[config.mk]
export PLATFORM = sky130hd
export DESIGN_NAME = dmem_ctrl
export DESIGN_NICKNAME = d
export VERILOG_FILES = /design/src/rtl/dmem_ctrl.sv
export SDC_FILE = /design/constraint.sdc
export NUM_CORES = 1
export LEC_CHECK = 0
export BUFFER_PORTS_ARGS = -buffer_cell sky130_fd_sc_hd__buf_2
export CAP_MARGIN = 15
export CORE_MARGIN = 1
export CORE_UTILIZATION = 30
export CTS_BUF_LIST = sky130_fd_sc_hd__clkbuf_2 sky130_fd_sc_hd__clkbuf_4 sky130_fd_sc_hd__clkbuf_8
export CTS_CLUSTER_DIAMETER = 150
export DETAILED_ROUTE_END_ITERATION = 16
export MAX_ROUTING_LAYER = met4
export SLEW_MARGIN = 30
export SYNTH_ARGS = -nofsm -noshare
export SYNTH_HDL_FRONTEND = slang
export SYNTH_SLANG_ARGS = --single-unit
[constraint.sdc]
create_clock -name clk -period 2.3 [get_ports clk]
set_clock_uncertainty 0.1 [all_clocks]
set_input_delay 0.46 -clock clk [delete_from_list [all_inputs] [get_ports clk]]
set_output_delay 0.46 -clock clk [all_outputs]
set_load 0.01 [all_outputs]
[src/rtl/dmem_ctrl.sv]
// Load/store bus controller: RV32I sized accesses, lane select, extension, alignment and timeout errors.
// Latency: request to done is 2 cycles plus bus wait states. The core is stalled via busy while a request is pending.
module dmem_ctrl #(
  parameter int ADDR_W      = 32,
  parameter int TIMEOUT     = 255,
  parameter bit ALIGN_CHECK = 1'b1
) (
  input  logic              clk,
  input  logic              rst,
  input  logic              req_read,
  input  logic              req_write,
  input  logic [ADDR_W-1:0] req_addr,
  input  logic [2:0]        req_size,
  input  logic [31:0]       req_wdata,
  input  logic              data_good,
  input  logic [31:0]       data_bus_i,
  output logic              data_read,
  output logic              data_write,
  output logic [ADDR_W-1:0] data_adr_o,
  output logic [3:0]        data_sel_o,
  output logic [31:0]       data_bus_o,
  output logic [31:0]       data_cpu_o,
  output logic              busy,
  output logic              done,
  output logic              err
);

  typedef enum logic [2:0] {S_IDLE, S_READ, S_WRITE, S_DONE, S_ERR} state_t;

  localparam int CW = $clog2(TIMEOUT + 2);
  localparam logic [CW-1:0] TO_LAST = CW'((TIMEOUT > 0) ? TIMEOUT - 1 : 0);

  state_t            state_q, state_d;
  logic [CW-1:0]     cnt_q, cnt_d;
  logic              read_q, read_d, write_q, write_d;
  logic [ADDR_W-1:0] adr_q, adr_d;
  logic [3:0]        sel_q, sel_d;
  logic [31:0]       wdat_q, wdat_d, cpu_q, cpu_d;
  logic              done_q, done_d, err_q, err_d;
  logic [1:0]        off_q, off_d;
  logic [2:0]        size_q, size_d;

  logic              size_ok, misaligned;
  logic [1:0]        eff_off;
  logic [3:0]        req_sel;
  logic [31:0]       req_rep, lane, load_val;

  always_comb begin
    if (req_read) size_ok = (req_size == 3'b000) || (req_size == 3'b001) || (req_size == 3'b010) ||
                            (req_size == 3'b100) || (req_size == 3'b101);
    else          size_ok = (req_size == 3'b000) || (req_size == 3'b001) || (req_size == 3'b010);
    misaligned = ((req_size[1:0] == 2'b01) && req_addr[0]) ||
                 ((req_size[1:0] == 2'b10) && (req_addr[1:0] != 2'b00));
    // With alignment checking off, the low bits are forced to the access's natural alignment.
    case (req_size[1:0])
      2'b00:   begin eff_off = req_addr[1:0];       req_sel = 4'b0001 << eff_off; req_rep = {4{req_wdata[7:0]}};  end
      2'b01:   begin eff_off = {req_addr[1], 1'b0}; req_sel = 4'b0011 << eff_off; req_rep = {2{req_wdata[15:0]}}; end
      default: begin eff_off = 2'b00;               req_sel = 4'b1111;            req_rep = req_wdata;            end
    endcase
  end

  always_comb begin
    lane = data_bus_i >> {off_q, 3'b000};
    case (size_q)
      3'b000:  load_val = {{24{lane[7]}}, lane[7:0]};
      3'b001:  load_val = {{16{lane[15]}}, lane[15:0]};
      3'b100:  load_val = {24'b0, lane[7:0]};
      3'b101:  load_val = {16'b0, lane[15:0]};
      default: load_val = data_bus_i;
    endcase
  end

  always_comb begin
    state_d = state_q;
    cnt_d   = cnt_q;
    read_d  = read_q;
    write_d = write_q;
    adr_d   = adr_q;
    sel_d   = sel_q;
    wdat_d  = wdat_q;
    cpu_d   = cpu_q;
    off_d   = off_q;
    size_d  = size_q;
    done_d  = 1'b0;
    err_d   = 1'b0;
    case (state_q)
      S_IDLE: begin
        if (req_read || req_write) begin
          if (!size_ok || (ALIGN_CHECK && misaligned)) begin
            state_d = S_ERR;
            err_d   = 1'b1;
          end else begin
            state_d = req_read ? S_READ : S_WRITE;
            read_d  = req_read;
            write_d = !req_read;
            adr_d   = {req_addr[ADDR_W-1:2], 2'b00};
            sel_d   = req_sel;
            wdat_d  = req_rep;
            off_d   = eff_off;
            size_d  = req_size;
            cnt_d   = '0;
          end
        end
      end
      S_READ, S_WRITE: begin
        cnt_d = cnt_q + CW'(1);
        if (data_good) begin
          state_d = S_DONE;
          done_d  = 1'b1;
          read_d  = 1'b0;
          write_d = 1'b0;
          if (state_q == S_READ) cpu_d = load_val;
        end else if ((TIMEOUT != 0) && (cnt_q == TO_LAST)) begin
          state_d = S_ERR;
          err_d   = 1'b1;
          read_d  = 1'b0;
          write_d = 1'b0;
        end
      end
      default: state_d = S_IDLE;
    endcase
  end

  always_ff @(posedge clk) begin
    if (rst) begin
      state_q <= S_IDLE;
      cnt_q   <= '0;
      read_q  <= 1'b0;
      write_q <= 1'b0;
      adr_q   <= '0;
      sel_q   <= '0;
      wdat_q  <= '0;
      cpu_q   <= '0;
      off_q   <= '0;
      size_q  <= '0;
      done_q  <= 1'b0;
      err_q   <= 1'b0;
    end else begin
      state_q <= state_d;
      cnt_q   <= cnt_d;
      read_q  <= read_d;
      write_q <= write_d;
      adr_q   <= adr_d;
      sel_q   <= sel_d;
      wdat_q  <= wdat_d;
      cpu_q   <= cpu_d;
      off_q   <= off_d;
      size_q  <= size_d;
      done_q  <= done_d;
      err_q   <= err_d;
    end
  end

  assign data_read  = read_q;
  assign data_write = write_q;
  assign data_adr_o = adr_q;
  assign data_sel_o = sel_q;
  assign data_bus_o = wdat_q;
  assign data_cpu_o = cpu_q;
  assign done       = done_q;
  assign err        = err_q;
  assign busy       = ((state_q == S_IDLE) && (req_read || req_write)) ||
                      (state_q == S_READ) || (state_q == S_WRITE);

endmodule

; Word level (Yosys, flattened, before mapping)
; Cells that the tools add are included.
[classes]
add_sub_neg = 1
eq_ne = 15
shift = 3
n_mux = 28
n_bitwise = 2
reduce_logical = 27
[op_table]
columns = op, count
row1 = $pmux W32 S4, 1
row2 = $pmux W32 S2, 1
row3 = $shr A32 B5 Y16, 1
row4 = $mux W9, 2
row5 = $pmux W9 S2, 1
row6 = $eq A3 B3 Y1 const B, 4
row7 = $mux W1, 12
row8 = $mux W3, 4
row9 = $add A9 B1 Y9 const B, 1
row10 = $eq A3 B1 Y1 const B, 3
row11 = $eq A9 B8 Y1 const B, 1
row12 = $logic_not A3 Y1, 3
row13 = $logic_or A1 B1 Y1, 9
row14 = $reduce_and A3 Y1, 3
row15 = $pmux W4 S2, 1
row16 = $eq A3 B2 Y1 const B, 2
row17 = $pmux W1 S2, 3
row18 = $pmux W3 S2, 1
row19 = $ne A2 B2 Y1 const B, 2
row20 = $pmux W2 S2, 1
row21 = $reduce_and A4 Y1, 1
row22 = $reduce_bool A2 Y1, 2
row23 = $reduce_or A2 Y1, 2
row24 = $shl A1 B2 Y4 const A, 1
row25 = 10 further kinds, 14
[totals]
regBits = 119
in_bits = 104
output_inout_bits = 105
wordCells = 88

; Depth between registers and ports, before layout
[logic_depth]
depth_word = 11
mapped_depth = 8
depth_no_buf = 6

; Worst setup path after synthesis
; OpenSTA, ideal clock, no wires.
[synth_path]
kind = input -> register
start = input req_size[2]
end = register sel_q[0] (netlist: data_sel_o[0])
setup_time_ns = 0.128
arrival_ns = 1.870
setup_slack_ns = 0.203
stages = 5
path_buffers = 0
path_cell_list = or4_4 > o31a_1 > or4b_4 > a22oi_1 > nor2_1
[synth_between]
elab_chain_cells = 10
word_cells_on_any_way = 14
cone_classes = eq/ne (4) / mux (1) / bitwise (1) / reduce/logical (8)
[synth_lines]
columns = element, line
row1 = "start, declared", 13  ; input logic [2:0] req_size,
row2 = $eq A3 B1 Y1 or $logic_not A3 Y1 (tied branches), "49, 51"
row3 = $logic_or A1 B1 Y1 (2 in series), "49, 51"
row4 = $logic_or A1 B1 Y1, 49  ; if (req_read) size_ok = (req_size == 3'b000) || (req_size == 3'b001) || (req_size == 3'b010) ||
row5 = $logic_or A1 B1 Y1, 50  ; (req_size == 3'b100) || (req_size == 3'b101);
row6 = $mux W1 *, 49
row7 = $logic_not A1 Y1 *, 89  ; if (!size_ok || (ALIGN_CHECK && misaligned)) begin
row8 = $logic_or A1 B1 Y1 *, 89
row9 = $not A1 Y1 (no source line) *, -
row10 = $reduce_and A3 Y1 (no source line) *, -
row11 = "end signal, assigned", 144  ; sel_q <= sel_d;
row12 = "end, declared", 37  ; logic [3:0] sel_q, sel_d;
; Mark *: on every way between the ends. The rest lies on a longest branch, timed or not.
; A chain may end at the register's enable or synchronous reset.

; Worst setup path in the final report
[layout_path]
start = register state_q[1]
end = output busy
[layout_between]
elab_chain_cells = 4
word_cells_on_any_way = 6
cone_classes = eq/ne (2) / reduce/logical (4)
[layout_lines]
columns = element, line
row1 = "start, declared", 33  ; state_t state_q, state_d;
row2 = "start signal, assigned", 139  ; state_q <= state_d;
row3 = $logic_not A3 Y1, 162  ; assign busy = ((state_q == S_IDLE) && (req_read || req_write)) ||
row4 = $logic_and A1 B1 Y1, 162
row5 = $logic_or A1 B1 Y1, 162
row6 = $logic_or A1 B1 Y1 *, 163  ; (state_q == S_READ) || (state_q == S_WRITE);
row7 = "end, declared", 23  ; output logic busy,
; Marks and branches as above.

==> out/metrics.cfg <==
[sta]
timing.final.crit_period_ps = 2130
finalSetupTns_ps = 0
setup-violations-final = 0
fin_crit_sh_pct = 92.7
worst_slew_pin_slew_ps = 787
slew_headroom_pct = 47.4
hold_viol_final = 0
slew_viol_final = 0
whs_ps = 161
rsz0062_at_grt = false
fmax_mhz = 469

[route]
first_pass_iters = 4
drt_first_iter_violations = 238
wl_per_cell_um = 15.0
via_per_inst = 4.87
vias = 5328
drc_errors = 0
wirelength_um = 16400
ant_nets = 0

[setup_path]
cp_cell_sequence = nor2_1, a21oi_4, buf_2
worstPathRequired_ps = 1740
reg2reg_depth = 5
crit_buf_inv = 1
crit_cells = 3
path_class = reg -> out
max_stage_delay_ps = 510
crit_fanout = 10
critPathSlowestCell = dfxtp_1
worstSetupEndpointType = output port
r2r_end = data_cpu_o[13]$_SDFFE_PP0P_
critPathArrivalTime_ps = 1570
r2r_start = off_q[1]$_SDFFE_PP0P_
critPathTopFamily = flip-flops
r2r_slack_ps = 240
start_kind = flop

[placement]
place_congestion = 0.905
dp_hpwl_um = 11900
placed_area_mm2 = 0.00665
dpl.cell_count = 1061
portBuffers = 206

[global_routing]
first_global_vias = 5019
grt_remaining_overflow = 0
grt_antenna_before_repair = 1
grt_usage_pct = 18.8
grt_max_degree = 53
grt_pass1_wl_um = 25700

[worst_hold_path]
hold_path_end = data_adr_o[25]$_SDFFE_PP0P_
hp-start = req_addr[25]
min_path_type = in -> reg
holdPathStages = 3

[floorplan]
row_count = 48
initial_core_util_pct = 30.6
ios = 209
die_h_um = 135
coreArea_mm2 = 0.0172
die_x_um = 135
die_area_mm2 = 0.0181

[pwr]
powerDensity_mw_per_mm2 = 811
vdd_drop_max_mv = 0.366
power_leakage_nw = 3.13

[synth]
ys_types = 53
async_flop_share_pct = 0
syn_area_mm2 = 0.00528
synth_seq_cells = 119
synth.avg_cell_area_um2 = 8.09
ys_seq_area_share_pct = 45.1
ys_warn_count = 0
synth_edf_count = 0
synthCells = 653
synth_ff_type = dfxtp_1

[clock_network]
clkTransAtPathRegs_ps = 70
clockBufferDepth = 2
post-cts-setup-buffers = 0
cts_tree = done
cts.htree.levels = 4
cts_buffers = 17
root_buffer = clkbuf_8
cts_sinks = 119
holdBufCountCts = 0
clk_latency_ps = 430

[finish]
stdcell_area_mm2 = 0.00711
drive_gt1_share_pct = 32.4
stdcell_count = 1093
fin_nets = 961
syn_to_final_growth_pct = 34.7

[run_status]
status = completed

[job]
drv_cap = 0

-- power by group --
part / leakage, nW / internal [W] / total [W] / switching [W]
combinational: 1.93 / 0.000525 / 0.00126 / 0.000731
sequential: 0.968 / 0.00225 / 0.00237 / 0.000122
clock: 0.231 / 0.00133 / 0.00214 / 0.000816
-- per-stage QoR --
step                utilization (%)  worst slack, ps  power [W]
CTS                            41.2             60.7    0.00585
global route                   41.3             51.4    0.00609
floorplan                         -              203    0.00312
detailed placement             38.6             15.0    0.00367
finish                         41.3              168    0.00577
global placement               38.6             28.5    0.00366
-- placed cells by master (no fill, tap or decap), drive strengths merged, types with 2 or more instances in the layout --
cell type / count
a2111oi: 3
a211oi: 9
a21oi: 88
a221o: 6
a221oi: 7
a311oi: 8
a32o: 3
and2: 4
and3: 5
buf: 232
bufinv: 4
clkbuf: 23
clkinv: 4
conb: 2
dfxtp: 119
ha: 2
inv: 6
mux2: 8
mux2i: 24
nand2: 147
nand2b: 7
nand3: 4
nand4: 4
nor2: 55
nor2b: 2
nor3: 5
nor3b: 3
o21ai: 46
o221ai: 7
or4b: 2
xor2: 8
-- synth_stat cells, drive strengths merged (2+ instances only) --
| library cell | count | area (um2) |
|---|---|---|
| a32o | 3 | 30.0 |
| a211oi | 9 | 67.6 |
| or4b | 2 | 23.8 |
| inv | 6 | 22.5 |
| nor2b | 2 | 12.5 |
| nand2 | 147 | 552 |
| and3 | 5 | 31.3 |
| a221oi | 7 | 61.3 |
| a221o | 6 | 60.1 |
| mux2i | 24 | 240 |
| and2 | 4 | 25.0 |
| a2111oi | 3 | 32.5 |
| nor3 | 5 | 25.0 |
| nand3 | 4 | 20.0 |
| nand2b | 7 | 43.8 |
| nor2 | 55 | 206 |
| ha | 2 | 25.0 |
| dfxtp | 119 | 2380 |
| a311oi | 8 | 70.1 |
| buf | 22 | 116 |
| nor3b | 3 | 22.5 |
| o221ai | 7 | 61.3 |
| xor2 | 8 | 70.1 |
| clkbuf | 28 | 105 |
| nand4 | 4 | 25.0 |
| a21oi | 88 | 440 |
| mux2 | 8 | 90.1 |
| o21ai | 46 | 230 |
-- cell families (layout without fill, tap and decap cells) --
group                      count (synthesis)  count (layout)  synth area share [%]
AOI/OAI and AO/OA                        187             187                  21.7
xor gates and xnor gates                   9               9                  1.49
adders and majority gates                  2               2                 0.474
buffers and inverters                     57             270                  4.69
DFF                                      119             119                  45.1
muxes                                     33              33                  6.68
other                                      1               3                0.0710
and+or+nand+nor                          245             245                  19.7
-- metal layers --
metal | track usage, % | part of all wire (%) | vias up
met5 | - | 0 | -
met4 | 7.12 | 1.7 | 0
met3 | 5.56 | 8.1 | 20
met2 | 29.4 | 47 | 201
met1 | 22.7 | 43 | 2422
li1 | - | - | 2685
-- sequential cells by signal, indices dropped and copies added, names as in the netlist --
signal and flops:
done 1, state_q 3, data_cpu_o 32, data_read 1, data_bus_o 32, cnt_q 9
size_q 3, data_write 1, data_sel_o 4, data_adr_o 30, err 1, off_q 2
-- worst reg2reg max path: stages, from the launching register on --
cell and delay (ps):
dfxtp_1 420, mux4_2 550, a21oi_1 280, nor2_1 180
a221oi_1 340, nor2_1 80
-- area by class of cell --
type                       instances  area, um2
fill                            1799      10100
multi-input combinational        478       2680
sequential                       119       2380
timing repair buffer             232       1290
clock buffer                      23        310
tap                              225        282
clock inverter                     8        143
inverter                           7       26.3
antenna                            1       2.50
-- what timing repair did --
action,in CTS,in global routing
endpoints found under the setup margin,1,1
pin swaps,0,0
gates resized for setup,1,1
-- how the worst max path moves through the flow --
| stage | end | startpoint | slack [ps] |
|---|---|---|---|
| 3_5_place_dp | data_sel_o[0]$_SDFFE_PP0P_ | req_size[2] | 20 |
| 6_report | busy | state_q[1]$_SDFFE_PP0P_ | 170 |
| 5_1_grt | busy | state_q[1]$_SDFFE_PP0P_ | 50 |
| 4_1_cts | busy | state_q[1]$_SDFFE_PP0P_ | 60 |
| 3_3_place_gp | data_sel_o[0]$_SDFFE_PP0P_ | req_size[2] | 30 |
| 2_1_floorplan | data_sel_o[0]$_SDFFE_PP0P_ | req_size[2] | 200 |
Note: power is estimated with default switching activity, not from simulation.
